==> src/rtl/jbi_min_rq_rdq_issue_pkg.sv <==
// Shared constants and FSM encoding for the RDQ-to-SCTAG request issue block.
package jbi_min_rq_rdq_issue_pkg;

  localparam int unsigned JBI_RQ_CREDITS = 4;
  localparam int unsigned JBI_RDQ_WIDTH  = 64;
  localparam int unsigned JBI_CNT_W      = 3;

  typedef enum logic {
    ST_IDLE  = 1'b0,
    ST_ISSUE = 1'b1
  } issue_state_e;

endpackage

==> src/rtl/jbi_min_rq_rdq_issue_if.sv <==
// Bus bundle between the RDQ/CSR/SCTAG side and the issue block.
interface jbi_min_rq_rdq_issue_if;
  import jbi_min_rq_rdq_issue_pkg::*;

  logic                     rdq_rd_en;
  logic [JBI_RDQ_WIDTH-1:0] rdq_dout;
  logic                     csr_issue_stall;
  logic                     sctag_credit_ret;
  logic                     issue_rdq_pop;
  logic                     sctag_req_vld;
  logic [JBI_RDQ_WIDTH-1:0] sctag_req;
  logic [JBI_CNT_W-1:0]     credit_cnt;
  logic                     credit_err;

  modport slave (
    input  rdq_rd_en, rdq_dout, csr_issue_stall, sctag_credit_ret,
    output issue_rdq_pop, sctag_req_vld, sctag_req, credit_cnt, credit_err
  );

  modport master (
    output rdq_rd_en, rdq_dout, csr_issue_stall, sctag_credit_ret,
    input  issue_rdq_pop, sctag_req_vld, sctag_req, credit_cnt, credit_err
  );
endinterface

==> src/rtl/jbi_min_rq_rdq_issue_credit_cnt.sv <==
// Saturating SCTAG credit counter with a sticky overflow/underflow error flag.
module jbi_min_rq_credit_cnt
  import jbi_min_rq_rdq_issue_pkg::*;
#(
  parameter int unsigned MAX   = JBI_RQ_CREDITS,
  parameter int unsigned CNT_W = JBI_CNT_W
) (
  input  logic             clk,
  input  logic             rst,
  input  logic             inc,
  input  logic             dec,
  output logic [CNT_W-1:0] cnt,
  output logic             err
);

  localparam logic [CNT_W-1:0] MAX_C = CNT_W'(MAX);
  localparam logic [CNT_W-1:0] ONE_C = CNT_W'(1);

  logic [CNT_W-1:0] cnt_q, cnt_d;
  logic             err_q, err_d;

  // Simultaneous inc/dec cancel; out-of-range moves clamp and latch the error.
  always_comb begin
    cnt_d = cnt_q;
    err_d = err_q;
    if (inc && !dec) begin
      if (cnt_q >= MAX_C) err_d = 1'b1;
      else                cnt_d = cnt_q + ONE_C;
    end else if (dec && !inc) begin
      if (cnt_q == '0)    err_d = 1'b1;
      else                cnt_d = cnt_q - ONE_C;
    end
  end

  always_ff @(posedge clk or posedge rst) begin
    if (rst) begin
      cnt_q <= MAX_C;
      err_q <= 1'b0;
    end else begin
      cnt_q <= cnt_d;
      err_q <= err_d;
    end
  end

  assign cnt = cnt_q;
  assign err = err_q;

endmodule

==> src/rtl/jbi_min_rq_rdq_issue.sv <==
// Pops RDQ head entries and issues them to SCTAG, one request per two cycles, credit-limited.
module jbi_min_rq_rdq_issue
  import jbi_min_rq_rdq_issue_pkg::*;
(
  input  logic                        clk,
  input  logic                        rst,
  jbi_min_rq_rdq_issue_if.slave       bus
);

  issue_state_e             state_q;
  logic [JBI_RDQ_WIDTH-1:0] req_q;
  logic [JBI_CNT_W-1:0]     cnt;
  logic                     err;
  logic                     pop;

  // Pop is decided combinationally so the header is captured on the same edge.
  assign pop = !rst && (state_q == ST_IDLE) && bus.rdq_rd_en &&
               (cnt != '0) && !bus.csr_issue_stall;

  always_ff @(posedge clk or posedge rst) begin
    if (rst) begin
      state_q <= ST_IDLE;
      req_q   <= '0;
    end else begin
      case (state_q)
        ST_IDLE: begin
          if (pop) begin
            req_q   <= bus.rdq_dout;
            state_q <= ST_ISSUE;
          end
        end
        ST_ISSUE: state_q <= ST_IDLE;
        default:  state_q <= ST_IDLE;
      endcase
    end
  end

  jbi_min_rq_credit_cnt #(
    .MAX   (JBI_RQ_CREDITS),
    .CNT_W (JBI_CNT_W)
  ) u_credit_cnt (
    .clk (clk),
    .rst (rst),
    .inc (bus.sctag_credit_ret),
    .dec (pop),
    .cnt (cnt),
    .err (err)
  );

  assign bus.issue_rdq_pop = pop;
  assign bus.sctag_req_vld = (state_q == ST_ISSUE);
  assign bus.sctag_req     = req_q;
  assign bus.credit_cnt    = cnt;
  assign bus.credit_err    = err;

endmodule
==> src/flat_wrapper.sv <==
// flat-port wrapper written by rule: the top's interface ports become plain ports
module jbi_min_rq_rdq_issue_flat import jbi_min_rq_rdq_issue_pkg::*;
  (clk, rst, bus_rdq_rd_en, bus_rdq_dout, bus_csr_issue_stall, bus_sctag_credit_ret, bus_issue_rdq_pop, bus_sctag_req_vld, bus_sctag_req, bus_credit_cnt, bus_credit_err);
  jbi_min_rq_rdq_issue_if bus_i ();
  input  logic clk;
  input  logic rst;
  input wire logic [$bits(bus_i.rdq_rd_en)-1:0] bus_rdq_rd_en;
  input wire logic [$bits(bus_i.rdq_dout)-1:0] bus_rdq_dout;
  input wire logic [$bits(bus_i.csr_issue_stall)-1:0] bus_csr_issue_stall;
  input wire logic [$bits(bus_i.sctag_credit_ret)-1:0] bus_sctag_credit_ret;
  output wire logic [$bits(bus_i.issue_rdq_pop)-1:0] bus_issue_rdq_pop;
  output wire logic [$bits(bus_i.sctag_req_vld)-1:0] bus_sctag_req_vld;
  output wire logic [$bits(bus_i.sctag_req)-1:0] bus_sctag_req;
  output wire logic [$bits(bus_i.credit_cnt)-1:0] bus_credit_cnt;
  output wire logic [$bits(bus_i.credit_err)-1:0] bus_credit_err;
  assign bus_i.rdq_rd_en = bus_rdq_rd_en;
  assign bus_i.rdq_dout = bus_rdq_dout;
  assign bus_i.csr_issue_stall = bus_csr_issue_stall;
  assign bus_i.sctag_credit_ret = bus_sctag_credit_ret;
  assign bus_issue_rdq_pop = bus_i.issue_rdq_pop;
  assign bus_sctag_req_vld = bus_i.sctag_req_vld;
  assign bus_sctag_req = bus_i.sctag_req;
  assign bus_credit_cnt = bus_i.credit_cnt;
  assign bus_credit_err = bus_i.credit_err;
  jbi_min_rq_rdq_issue u_core (.clk(clk), .rst(rst), .bus(bus_i));
endmodule
==> config.mk <==
export PLATFORM = sky130hd
export DESIGN_NAME = jbi_min_rq_rdq_issue_flat
export DESIGN_NICKNAME = d
export VERILOG_FILES = /design/src/rtl/jbi_min_rq_rdq_issue_pkg.sv /design/src/rtl/jbi_min_rq_rdq_issue_if.sv /design/src/rtl/jbi_min_rq_rdq_issue_credit_cnt.sv /design/src/rtl/jbi_min_rq_rdq_issue.sv /design/src/flat_wrapper.sv
export SDC_FILE = /design/constraint.sdc
export NUM_CORES = 1
export LEC_CHECK = 0
export ABC_CLOCK_PERIOD_IN_PS = 3450
export BUFFER_PORTS_ARGS = -buffer_cell sky130_fd_sc_hd__buf_2
export CAP_MARGIN = 15
export CORE_MARGIN = 1
export CORE_UTILIZATION = 32
export CTS_BUF_LIST = sky130_fd_sc_hd__clkbuf_4
export CTS_CLUSTER_SIZE = 8
export DETAILED_ROUTE_END_ITERATION = 7
export HOLD_SLACK_MARGIN = 0.15
export SKIP_CTS_REPAIR_TIMING = 1
export SLEW_MARGIN = 20
export SYNTH_ARGS = -nofsm -noshare
export SYNTH_HDL_FRONTEND = slang
export SYNTH_SLANG_ARGS = --single-unit
export TNS_END_PERCENT = 1
==> constraint.sdc <==
create_clock -name clk -period 3.45 [get_ports clk]
set_input_delay 0.69 -clock clk [delete_from_list [all_inputs] [get_ports clk]]
set_output_delay 0.69 -clock clk [all_outputs]
set_load 0.05 [all_outputs]
== After elaboration in Yosys (flattened, before gate mapping) ==
Cells that the tools add are included.

* Register bits: 69
* Output and inout port bits: 70

* Add/sub/neg operators: 2
* Magnitude comparators: 1
* Equality and inequality tests: 3
* Mux-type cells: 10
* Bitwise logic cells: 1
* Reductions and logical operators: 17

{| class="wikitable"
|+ Operators by type and width
! operator !! number
|-
| $mux W3 || 4
|-
| $logic_and A1 B1 Y1 || 6
|-
| $reduce_and A3 Y1 || 2
|-
| $mux W1 || 5
|-
| $logic_not A1 Y1 || 4
|-
| $ne A2 B2 Y1 const B || 2
|-
| $reduce_bool A2 Y1 || 2
|-
| $add A3 B1 Y3 const B || 1
|-
| $ge A3 B3 Y1 const B || 1
|-
| $logic_not A3 Y1 || 1
|-
| $reduce_bool A3 Y1 || 1
|-
| $sub A3 B1 Y3 const B || 1
|-
| $ne A2 B1 Y1 const B || 1
|-
| $pmux W1 S2 || 1
|-
| $reduce_and A2 Y1 || 1
|-
| $not A1 Y1 || 1
|}

== Longest topological paths before layout ==
* Depth in word-level cells: 9
* Mapped depth: 10

== By module ==
Synthesis repeated with hierarchy kept, for this count alone.

* Cells, all modules: 167
* Area, all modules: 2959.1 um^2

{| class="wikitable"
|+ Modules (own cells, without submodules)
! module !! times used !! cells each !! area an instance (um^2) !! sequential area each (um^2)
|-
| jbi_min_rq_rdq_issue || 1 || 140 || 2705.1 || 1626.6
|-
| jbi_min_rq_credit_cnt || 1 || 27 || 254.0 || 101.3
|}

== Worst setup path before layout ==
No wires, ideal clock.

* Path type: input to register
* Start: input bus_csr_issue_stall
* End: register u_core.u_credit_cnt.cnt_q[2] (netlist: u_core.u_credit_cnt.cnt[2])
* Setup time: 0.082 ns
* Arrival: 2.622 ns
* Data required time: 3.368 ns
* Path slack: 0.746 ns
* Stages: 10
* Path buffers: 1
* Cell sequence: nor4b_2 > o31a_4 > buf_4 > inv_1 > ha_1 > xnor2_1 > ha_1 > a21oi_1 > mux2i_1 > mux2_2

* Word-level cells in the longest chain between the ends: 6
* Elaborated cells between the ends (all ways): 10
* Those cells by class: eq/ne (2); mux (1); reduce/logical (7)

{| class="wikitable"
|+ Ends and longest elaborated chain
! item !! RTL line !! source
|-
| start, declared || flat_wrapper.sv:9 || <nowiki>input wire logic [$bits(bus_i.csr_issue_stall)-1:0] bus_csr_issue_stall;</nowiki>
|-
| $logic_not A1 Y1 (*) || jbi_min_rq_rdq_issue.sv:18 || <nowiki>(cnt != '0) && !bus.csr_issue_stall;</nowiki>
|-
| $logic_and A1 B1 Y1 (*) || jbi_min_rq_rdq_issue.sv:18 ||
|-
| $logic_not A1 Y1 || jbi_min_rq_rdq_issue_credit_cnt.sv:26 || <nowiki>if (inc && !dec) begin</nowiki>
|-
| $logic_and A1 B1 Y1 || jbi_min_rq_rdq_issue_credit_cnt.sv:26 ||
|-
| $ne A2 B2 Y1 (no line) or $reduce_bool A2 Y1 (tied branches) || n/a ||
|-
| $reduce_and A3 Y1 (no line) || n/a ||
|-
| end signal, assigned || jbi_min_rq_rdq_issue_credit_cnt.sv:40 || <nowiki>cnt_q <= cnt_d;</nowiki>
|-
| end, declared || jbi_min_rq_rdq_issue_credit_cnt.sv:19 || <nowiki>logic [CNT_W-1:0] cnt_q, cnt_d;</nowiki>
|}

Mark *: on every way between the ends. The rest lies on a longest branch, timed or not.
A chain may end at the register's enable or synchronous reset.

== Worst setup path after layout ==
* Start: input bus_csr_issue_stall
* End: register u_core.req_q[30] (netlist: u_core.bus.sctag_req[30])

* Word-level cells in the longest chain between the ends: 3

{| class="wikitable"
|+ Ends and longest elaborated chain
! item !! RTL line !! source
|-
| $logic_not A1 Y1 || jbi_min_rq_rdq_issue.sv:18 ||
|-
| $logic_and A1 B1 Y1 || jbi_min_rq_rdq_issue.sv:18 ||
|-
| $reduce_and A2 Y1 (no line) || n/a ||
|-
| end signal, assigned || jbi_min_rq_rdq_issue.sv:28 || <nowiki>req_q <= bus.rdq_dout;</nowiki>
|-
| end, declared || jbi_min_rq_rdq_issue.sv:11 || <nowiki>logic [JBI_RDQ_WIDTH-1:0] req_q;</nowiki>
|}

Every way passes these cells.

==> reports/qor.txt <==
Port Buffers -> 138
P&R area growth vs syn -> 28.6%
hpwl dp -> 3.83 mm
Finished Layout Cells -> 424
Overflow after GRT -> 0
final total power -> 3.83 mW
fin worst setup slack -> 1.12 ns
number of global-route vias before repair -> 2,010
PwrDens -> 1020 nW/um^2
DRT iter0 DRCs -> 78
minimum clock period -> 2.33 ns
Total GRT Usage -> 0.123
max-slew violations -> 0
worst vdd ir -> 0.424 mV
CTS clk-pin slew, worst paths -> 0.11 ns
final hold vios -> 0
drt pass-1 iters -> 7
commonest non-fill, non-tap cell in the layout -> buf_2
DP Worst Slack -> 0.700 ns
Die Y -> 97.7 um
filler cell count -> 861
Post-layout nets -> 383
Starting Density -> 0.333
Final Wtd Congestion -> 0.690
peak fanout along the critical path -> 65
Hold Slack -> 0.430 ns
synth warn -> 0
Synth Cell Area -> 2930 sq um
failing checks -> DRC
total of max-cap violations -> 0
Post-synth ARST share -> 1.00
post-route ant nets -> 0
die area -> 9540 sq um
vias after detailed routing -> 1,900
arrival time worst endpoint -> 2.60 ns
Synth Flop Type -> dfrtp_1
Slew headroom -> 0.302
first-pass GRT wire length -> 9.31 mm
placed insts -> 408
CP Capture Type -> flop
post-synthesis sequential area ratio -> 0.590
Pleak -> 1.90 nW
Worst-Margin Slew -> 1.05 ns
largest net degree at the start of global routing -> 66
share of cells above drive strength 1 -> 0.703
post-synthesis cell count -> 169
Sink Count -> 69
initial antenna violation count -> 0
Yosys reg bits -> 69
CP Launch Type -> input port
Syn Nets -> 241
RSZ-0062 raised after global routing -> no
Netlist cell types -> 25
Seq. cell area -> 1730 sq um
die width -> 97.7 um
Longest Clk Path Bufs -> 2
CTS H-Tree Depth -> 3
critical setup path kind -> input port to flop
status -> complete, but fails checks
ANT cells -> 0
Setup Skew -> 0.0162 ns
core area -> 8810 sq um
Syn Area/Cell -> 17.3 sq um
drt total wl -> 5.52 mm
Final Setup Violations -> 0
Post-route DRC -> 20
most frequent cells in the layout -> buf_2, dfrtp_1, mux2_4
worst skew pair latency -> 0.38 ns
Post-synth EDFFs -> 0
Final Cycle Share -> 0.675
critical path required time -> 3.72 ns
post-route setup TNS -> 0 ns
multi-input logic area -> 1060 sq um
Clock Tree Root -> clkbuf_4
Peak Freq -> 430 MHz
Placement Rows -> 34
Num CTS Buffers -> 9
CTS tree -> built
vias per std cell -> 4.48
Avg WL per Cell -> 13.0 um
hold crit path type -> input port to asynchronous set/reset pin
IO Pins -> 139
==> stage by stage <==
step                      cell area [sq um]  utilization
after floorplan                        2930            -
after global placement                 3660        0.415
after detailed placement               3660        0.415
after CTS                              3770        0.428
after global routing                   3770        0.428
final                                  3770        0.428
==> where the power goes <==
part	switching (mW)	leakage (nW)	internal [mW]	total, mW
clock	0.265	0.0601	0.167	0.432
combinational	1.44	1.03	0.631	2.07
sequential	0.196	0.816	1.13	1.32
total	1.90	1.90	1.93	3.83
==> cells in the mapped netlist, drive strengths merged, types with 2 or more instances <==
cell,n,area share
a21o,2,0.0051
a21oi,2,0.0034
buf,8,0.041
dfrtp,68,0.58
ha,3,0.013
inv,3,0.0038
mux2,65,0.30
nor2,3,0.0038
nor3,3,0.0051
o31a,2,0.0090
==> path summary, 6_finish.rpt <==
path                                          start                        to  slack [ns]  depth (start not counted)
setup / recovery                bus_csr_issue_stall  u_core.bus.sctag_req[30]        1.12                          5
hold / removal                                  rst  u_core.bus.sctag_req[31]        0.43                          2
setup reg to reg           u_core.bus.sctag_req_vld  u_core.bus.sctag_req[30]        1.15                          4
hold reg to reg             u_core.u_credit_cnt.err   u_core.u_credit_cnt.err        0.49                          1
max in group asynchronous                       rst  u_core.bus.sctag_req[34]        2.36                          3
min in group clk            u_core.u_credit_cnt.err   u_core.u_credit_cnt.err        0.49                          1
==> kinds of logic after synthesis <==
group,Yosys count,share of synthesized area
fa+ha+maj,3,0.0128
mux,66,0.305
compound gates,9,0.0248
xor+xnor,1,0.00299
flops,69,0.590
simple gates,9,0.0184
buf+inv,12,0.0466
==> routing by layer <==
metal | vias up | GRT usage | routed length (um)
li1 | 882 | - | -
met1 | 920 | 0.150 | 2410
met2 | 89 | 0.198 | 2480
met3 | 9 | 0.0439 | 548
met4 | 0 | 0.0524 | 82
met5 | - | 0 | 0
==> sequential cells by signal, indices dropped and copies added (netlist names) <==
| register | cells |
|---|---|
| u_core.u_credit_cnt.err | 1 |
| u_core.u_credit_cnt.cnt | 3 |
| u_core.bus.sctag_req_vld | 1 |
| u_core.bus.sctag_req | 64 |
==> worst max-delay path, cell delays in order <==
cell,delay [ns]
buf_2,0.10
nor4b_2,0.34
o31a_4,0.20
buf_4,0.73
mux2_2,0.42
==> layout make-up <==
class	instances	area share
tap	108	0.0359
timing repair buffer	140	0.191
clock buffer	12	0.0239
multi-input combinational	88	0.283
inverter	3	0.00299
sequential	69	0.459
clock inverter	4	0.00498
No activity file was read; power rests on OpenSTA's default activity.
